$ cat src/rtl/cursor_frame_scheduler_pkg.sv
// rtl/cursor_frame_scheduler_pkg.sv - shared states, button indices and limits for the cursor scheduler
package cursor_frame_scheduler_pkg;

  typedef enum logic [2:0] {
    IDLE,
    SNAP,
    APPLY_POS,
    APPLY_COL,
    DONE,
    WAIT
  } state_t;

  localparam int BTN_UP    = 4;
  localparam int BTN_DOWN  = 3;
  localparam int BTN_LEFT  = 2;
  localparam int BTN_RIGHT = 1;
  localparam int BTN_CNTR  = 0;

  localparam logic signed [3:0] ACC_MAX = 4'sd7;
  localparam logic signed [3:0] ACC_MIN = -4'sd7;

  function automatic logic [7:0] center_pos(input int sq_size);
    return 8'((256 - sq_size) / 2);
  endfunction

  localparam logic [7:0] CENTER = center_pos(16);

endpackage

$ cat src/rtl/cursor_knob_accum.sv
// rtl/cursor_knob_accum.sv - saturating signed rotary accumulator, cleared once per frame snapshot
module cursor_knob_accum
  import cursor_frame_scheduler_pkg::*;
(
  input  logic              clk,
  input  logic              rst,
  input  logic              clear,
  input  logic              strobe,
  input  logic              dir,
  output logic signed [3:0] acc
);

  logic signed [3:0] step;
  assign step = dir ? 4'sd1 : -4'sd1;

  // A strobe landing on the clear cycle seeds the fresh value instead of being lost.
  always_ff @(posedge clk or posedge rst) begin
    if (rst) begin
      acc <= 4'sd0;
    end else if (clear) begin
      acc <= strobe ? step : 4'sd0;
    end else if (strobe) begin
      if (dir && acc != ACC_MAX) begin
        acc <= acc + 4'sd1;
      end else if (!dir && acc != ACC_MIN) begin
        acc <= acc - 4'sd1;
      end
    end
  end

endmodule

$ cat src/rtl/cursor_frame_scheduler.sv
// rtl/cursor_frame_scheduler.sv - latches button/rotary requests and applies them once per frame after the picture
module cursor_frame_scheduler
  import cursor_frame_scheduler_pkg::*;
#(
  parameter int         STEP         = 4,
  parameter int         SQ_SIZE      = 16,
  parameter int         TRIGGER_LINE = 396,
  parameter logic [2:0] RESET_COLOR  = 3'b100
) (
  input  logic       Clock,
  input  logic       Reset,
  input  logic [4:0] iBTN,
  input  logic [1:0] iKnob,
  input  logic [9:0] iVcounter,
  input  logic [9:0] iHcounter,
  output logic [7:0] oXRedCounter,
  output logic [7:0] oYRedCounter,
  output logic [2:0] oColorCuadro,
  output logic       oUpdate,
  output logic       oPending
);

  localparam logic [7:0]        CTR     = center_pos(SQ_SIZE);
  localparam logic signed [8:0] MAX_POS = 9'(256 - SQ_SIZE);
  localparam logic signed [8:0] STEP_S  = 9'(STEP);

  state_t            state;
  logic [4:0]        btn_prev;
  logic [4:0]        pending;
  logic [4:0]        work_btn;
  logic [2:0]        work_delta;
  logic [4:0]        rise;
  logic signed [3:0] acc;
  logic              snap;

  assign rise     = iBTN & ~btn_prev;
  assign snap     = (state == SNAP);
  assign oPending = (|pending) || (acc != 4'sd0);

  cursor_knob_accum u_rot_accum (
    .clk    (Clock),
    .rst    (Reset),
    .clear  (snap),
    .strobe (iKnob[1]),
    .dir    (iKnob[0]),
    .acc    (acc)
  );

  // Opposing presses cancel; result is clamped to the visible range, never wrapped.
  function automatic logic [7:0] move(input logic [7:0] pos, input logic dec, input logic inc);
    logic signed [8:0] p;
    p = {1'b0, pos};
    if (dec && !inc) begin
      p = p - STEP_S;
    end else if (inc && !dec) begin
      p = p + STEP_S;
    end
    if (p[8]) begin
      return 8'd0;
    end else if (p > MAX_POS) begin
      return MAX_POS[7:0];
    end
    return p[7:0];
  endfunction

  always_ff @(posedge Clock or posedge Reset) begin
    if (Reset) begin
      btn_prev <= '0;
      pending  <= '0;
    end else begin
      btn_prev <= iBTN;
      pending  <= snap ? rise : (pending | rise);
    end
  end

  always_ff @(posedge Clock or posedge Reset) begin
    if (Reset) begin
      state        <= IDLE;
      oXRedCounter <= CTR;
      oYRedCounter <= CTR;
      oColorCuadro <= RESET_COLOR;
      oUpdate      <= 1'b0;
      work_btn     <= '0;
      work_delta   <= '0;
    end else begin
      case (state)
        IDLE: begin
          if (iVcounter == 10'(TRIGGER_LINE) && iHcounter == '0) state <= SNAP;
        end
        SNAP: begin
          work_btn   <= pending;
          // Colour wraps mod 8, so only the low three accumulator bits matter.
          work_delta <= acc[2:0];
          state      <= APPLY_POS;
        end
        APPLY_POS: begin
          if (work_btn[BTN_CNTR]) begin
            oXRedCounter <= CTR;
            oYRedCounter <= CTR;
          end else begin
            oXRedCounter <= move(oXRedCounter, work_btn[BTN_LEFT], work_btn[BTN_RIGHT]);
            oYRedCounter <= move(oYRedCounter, work_btn[BTN_UP], work_btn[BTN_DOWN]);
          end
          state <= APPLY_COL;
        end
        APPLY_COL: begin
          oColorCuadro <= oColorCuadro + work_delta;
          oUpdate      <= 1'b1;
          state        <= DONE;
        end
        DONE: begin
          oUpdate <= 1'b0;
          state   <= WAIT;
        end
        WAIT: begin
          if (iVcounter != 10'(TRIGGER_LINE)) state <= IDLE;
        end
        default: state <= IDLE;
      endcase
    end
  end

endmodule
$ cat config.mk
export PLATFORM = sky130hd
export DESIGN_NAME = cursor_frame_scheduler
export DESIGN_NICKNAME = d
export VERILOG_FILES = /design/src/rtl/cursor_frame_scheduler_pkg.sv /design/src/rtl/cursor_knob_accum.sv /design/src/rtl/cursor_frame_scheduler.sv
export SDC_FILE = /design/constraint.sdc
export NUM_CORES = 1
export LEC_CHECK = 0
export CAP_MARGIN = 10
export CELL_PAD_IN_SITES_DETAIL_PLACEMENT = 0
export CELL_PAD_IN_SITES_GLOBAL_PLACEMENT = 1
export CORE_ASPECT_RATIO = 1.75
export CORE_MARGIN = 2
export CORE_UTILIZATION = 39
export DETAILED_ROUTE_END_ITERATION = 8
export PLACE_DENSITY = 0.89
export SKIP_CTS_REPAIR_TIMING = 1
export SYNTH_ARGS = -nofsm -noshare
export SYNTH_HDL_FRONTEND = slang
export SYNTH_SLANG_ARGS = --single-unit
export TNS_END_PERCENT = 1
$ cat constraint.sdc
create_clock -name Clock -period 2.8 [get_ports Clock]
set_input_delay 0.56 -clock Clock [delete_from_list [all_inputs] [get_ports Clock]]
set_output_delay 0.56 -clock Clock [all_outputs]
set_load 0.01 [all_outputs]
==> flow_summary.yaml <==
logic_synthesis:
  synth_top_flop_cell: "dfrtp_1"
  synth_seq_cells: 41
  synth_cells: 261
  synth_edf_count: 0
  synth_seq_area_share: 0.4114
  syn_avg_cell_area_um2: 9.660
  synth.area.top_cells: "dfrtp_1, dfstp_2, mux2_2, ha_1, nand2_1"
  synth_top_area_share: 0.3176
  ys_async_sr_fraction: 1.000
  ys_types: 60
  ys_warn_count: 0
  syn_area_mm2: 0.002521
  yosysTopAreaCell: "dfrtp_1"
cts:
  cts.htree.levels: 2
  root_buffer: "clkbuf_8"
  cts_buffers: 5
  clock_sinks: 41
  cts_tree: "yes"
  clockBufferDepth: 2
  cts.clk_slew.worst_paths_ns: 0.08
  insertion_delay_ns: 0.29
finish:
  syn_to_final_growth_pct: 23.67
  nets: 340
  antennaDiodeCount: 0
  final_cell_mix: "clkdlybuf4s50_1, dfrtp_1, nand2_1"
  layout_commonest_cell: "clkdlybuf4s50_1"
  fill_cells: 581
  drive_above_1_share: 0.1221
  stdcell_count: 383
power_and_ir_drop:
  pwr-share-comb: 0.451
  swShare: 0.3898
  p_sw_w: 0.001237
  power_per_cell_area_mw_per_mm2: 1018
  p_int_w: 0.001936
  p_seq_frac: 0.395
  power.share.clock: 0.153
  power.leakage_nw: 1.331
  peakVddDrop_uv: 483.7
detailed_routing:
  routed_via_density: 5.204
  drt_wl_total_um: 5173
  via_count: 1993
  drc: 0
  firstDrtPassIters: 4
  antenna_left: 0
  drt_iter0_drc: 59
  wire_per_inst_um: 13.51
sta:
  fmax_mhz: 433.2
  tightestPinTransition_ns: 0.6805
  rsz0062_at_grt: "false"
  period_share: 0.8244
  fin_crit_ns: 2.308
  finalSetupViolCount: 0
  tns_ns: 0
  max_slew_margin: 0.5453
  finalHoldViolCount: 0
  drv_slew: 0
  finalClockSkew_ns: 0.006551
critical_path:
  worstSetupPathType: "flip-flop to flip-flop"
  ff2ff_path_depth: 7
  start_kind: "flip-flop"
  worstPathMaxFanout: 9
  cp.arrival_ns: 2.45
  cp.required_ns: 2.95
  critPathCaptureType: "flip-flop"
floorplanning:
  core_area_mm2: 0.006228
  dieArea_mm2: 0.007149
  io_pins: 50
  die_w_um: 64.78
  initial_core_util: 0.4048
  num_rows: 38
  die_y_um: 110.4
placement:
  place_inst: 375
  gp_congestion: 0.8631
  hpwlAfterDp_um: 3996
  port_buffers: 45
global_routing:
  grt_pass1_wl_um: 8707
  gr-usage-all-layers: 0.1552
  grt_antenna_before_repair: 0
  grt_pass1_vias: 1878
  grt_max_degree: 42
  grt-ovfl-total: 0
min_path:
  hold_path.class: "flip-flop to flip-flop"
  whs_path_depth: 1
flow_run:
  maxCapViolations: 0
outcome:
  outcome: "complete, no violations"
## path summary, 6_finish.rpt
check / startpoint / to / slack, ns
setup / recovery: oXRedCounter[3] / oXRedCounter[2] / 0.49
hold / removal: btn_prev[3] / pending[3] / 0.42
setup reg to reg: oXRedCounter[3] / oXRedCounter[2] / 0.49
hold reg to reg: btn_prev[3] / pending[3] / 0.42
max in group asynchronous: Reset / oXRedCounter[3] / 1.72
min in group asynchronous: Reset / oColorCuadro[0] / 0.69
## synthesized netlist by cell type (3+ instances only)
master,n
mux2_2,12
and3_1,3
dfrtp_1,32
nand3_1,8
nor4_1,3
ha_1,7
o22ai_1,3
o21ai_0,17
a31oi_1,5
mux2i_1,3
xor2_1,5
inv_1,19
nor2_1,17
dfstp_2,9
a21oi_1,10
buf_4,4
clkbuf_1,7
nand2_1,23
xnor2_1,7
nor2b_1,6
nor3_1,7
## metal layers
| layer | vias up | GRT usage | wire [um] |
|---|---|---|---|
| li1 | 1006 | - | - |
| met1 | 954 | 0.1699 | 2035 |
| met2 | 25 | 0.2901 | 2912 |
| met3 | 8 | 0.02741 | 112 |
| met4 | 0 | 0.06383 | 113 |
| met5 | - | 0 | 0 |
## critical path: stages, from the launching register on
cell,delay (ns)
dfstp_2,0.61
inv_1,0.08
ha_1,0.33
nor3b_1,0.06
a211oi_1,0.21
o21ai_0,0.11
a2111oi_0,0.58
o221ai_1,0.18
## through the flow
stage          utilization  total power, W  area, um2  worst slack [ns]  hold slack [ns]
2_1_floorplan            -        0.002271       2532            0.6981           0.3996
3_3_place_gp        0.4819        0.002663       3002            0.4214           0.4042
3_5_place_dp        0.4819        0.002718       3002            0.3497           0.4102
4_1_cts             0.5006        0.003210       3118            0.4774           0.4206
5_1_grt             0.5006        0.003446       3118            0.2654           0.4486
6_report            0.5006        0.003173       3118            0.4916           0.4155
## cell type report
cell class,count,area (um2),share of cell area
Clock buffer,7,86.33,0.02769
Clock inverter,1,30.03,0.009631
Timing Repair Buffer,46,457.9,0.1469
Tap cell,80,100.1,0.03210
Multi-Input combinational cell,189,1335,0.4282
Inverter,19,71.32,0.02287
Sequential cell,41,1037,0.3327
## registers in the layout (all words and copies together), names as in the netlist
| name | count |
|---|---|
| btn_prev | 5 |
| oColorCuadro | 3 |
| oUpdate | 1 |
| oXRedCounter | 6 |
| oYRedCounter | 6 |
| pending | 5 |
| state | 3 |
| u_rot_accum.acc | 4 |
| work_btn | 5 |
| work_delta | 3 |
## power groups by stage
stage	sequential (W)	clock [W]	combinational, W
2_1_floorplan	0.00112	0	0.00115
3_3_place_gp	0.00126	0	0.00140
3_5_place_dp	0.00127	0	0.00145
4_1_cts	0.00126	0.000499	0.00145
5_1_grt	0.00131	0.000533	0.00160
6_report	0.00125	0.000487	0.00143
## cells by family after synthesis
| group | after synthesis | synth area share |
|---|---|---|
| compound gates | 56 | 0.1534 |
| xor+xnor | 13 | 0.05112 |
| fa+ha+maj | 9 | 0.05062 |
| buf+inv | 34 | 0.06353 |
| flops | 41 | 0.4114 |
| mux | 15 | 0.06551 |
| other cells | 1 | 0.001487 |
| simple gates | 92 | 0.2030 |
No activity file was read; power rests on OpenSTA's default activity.
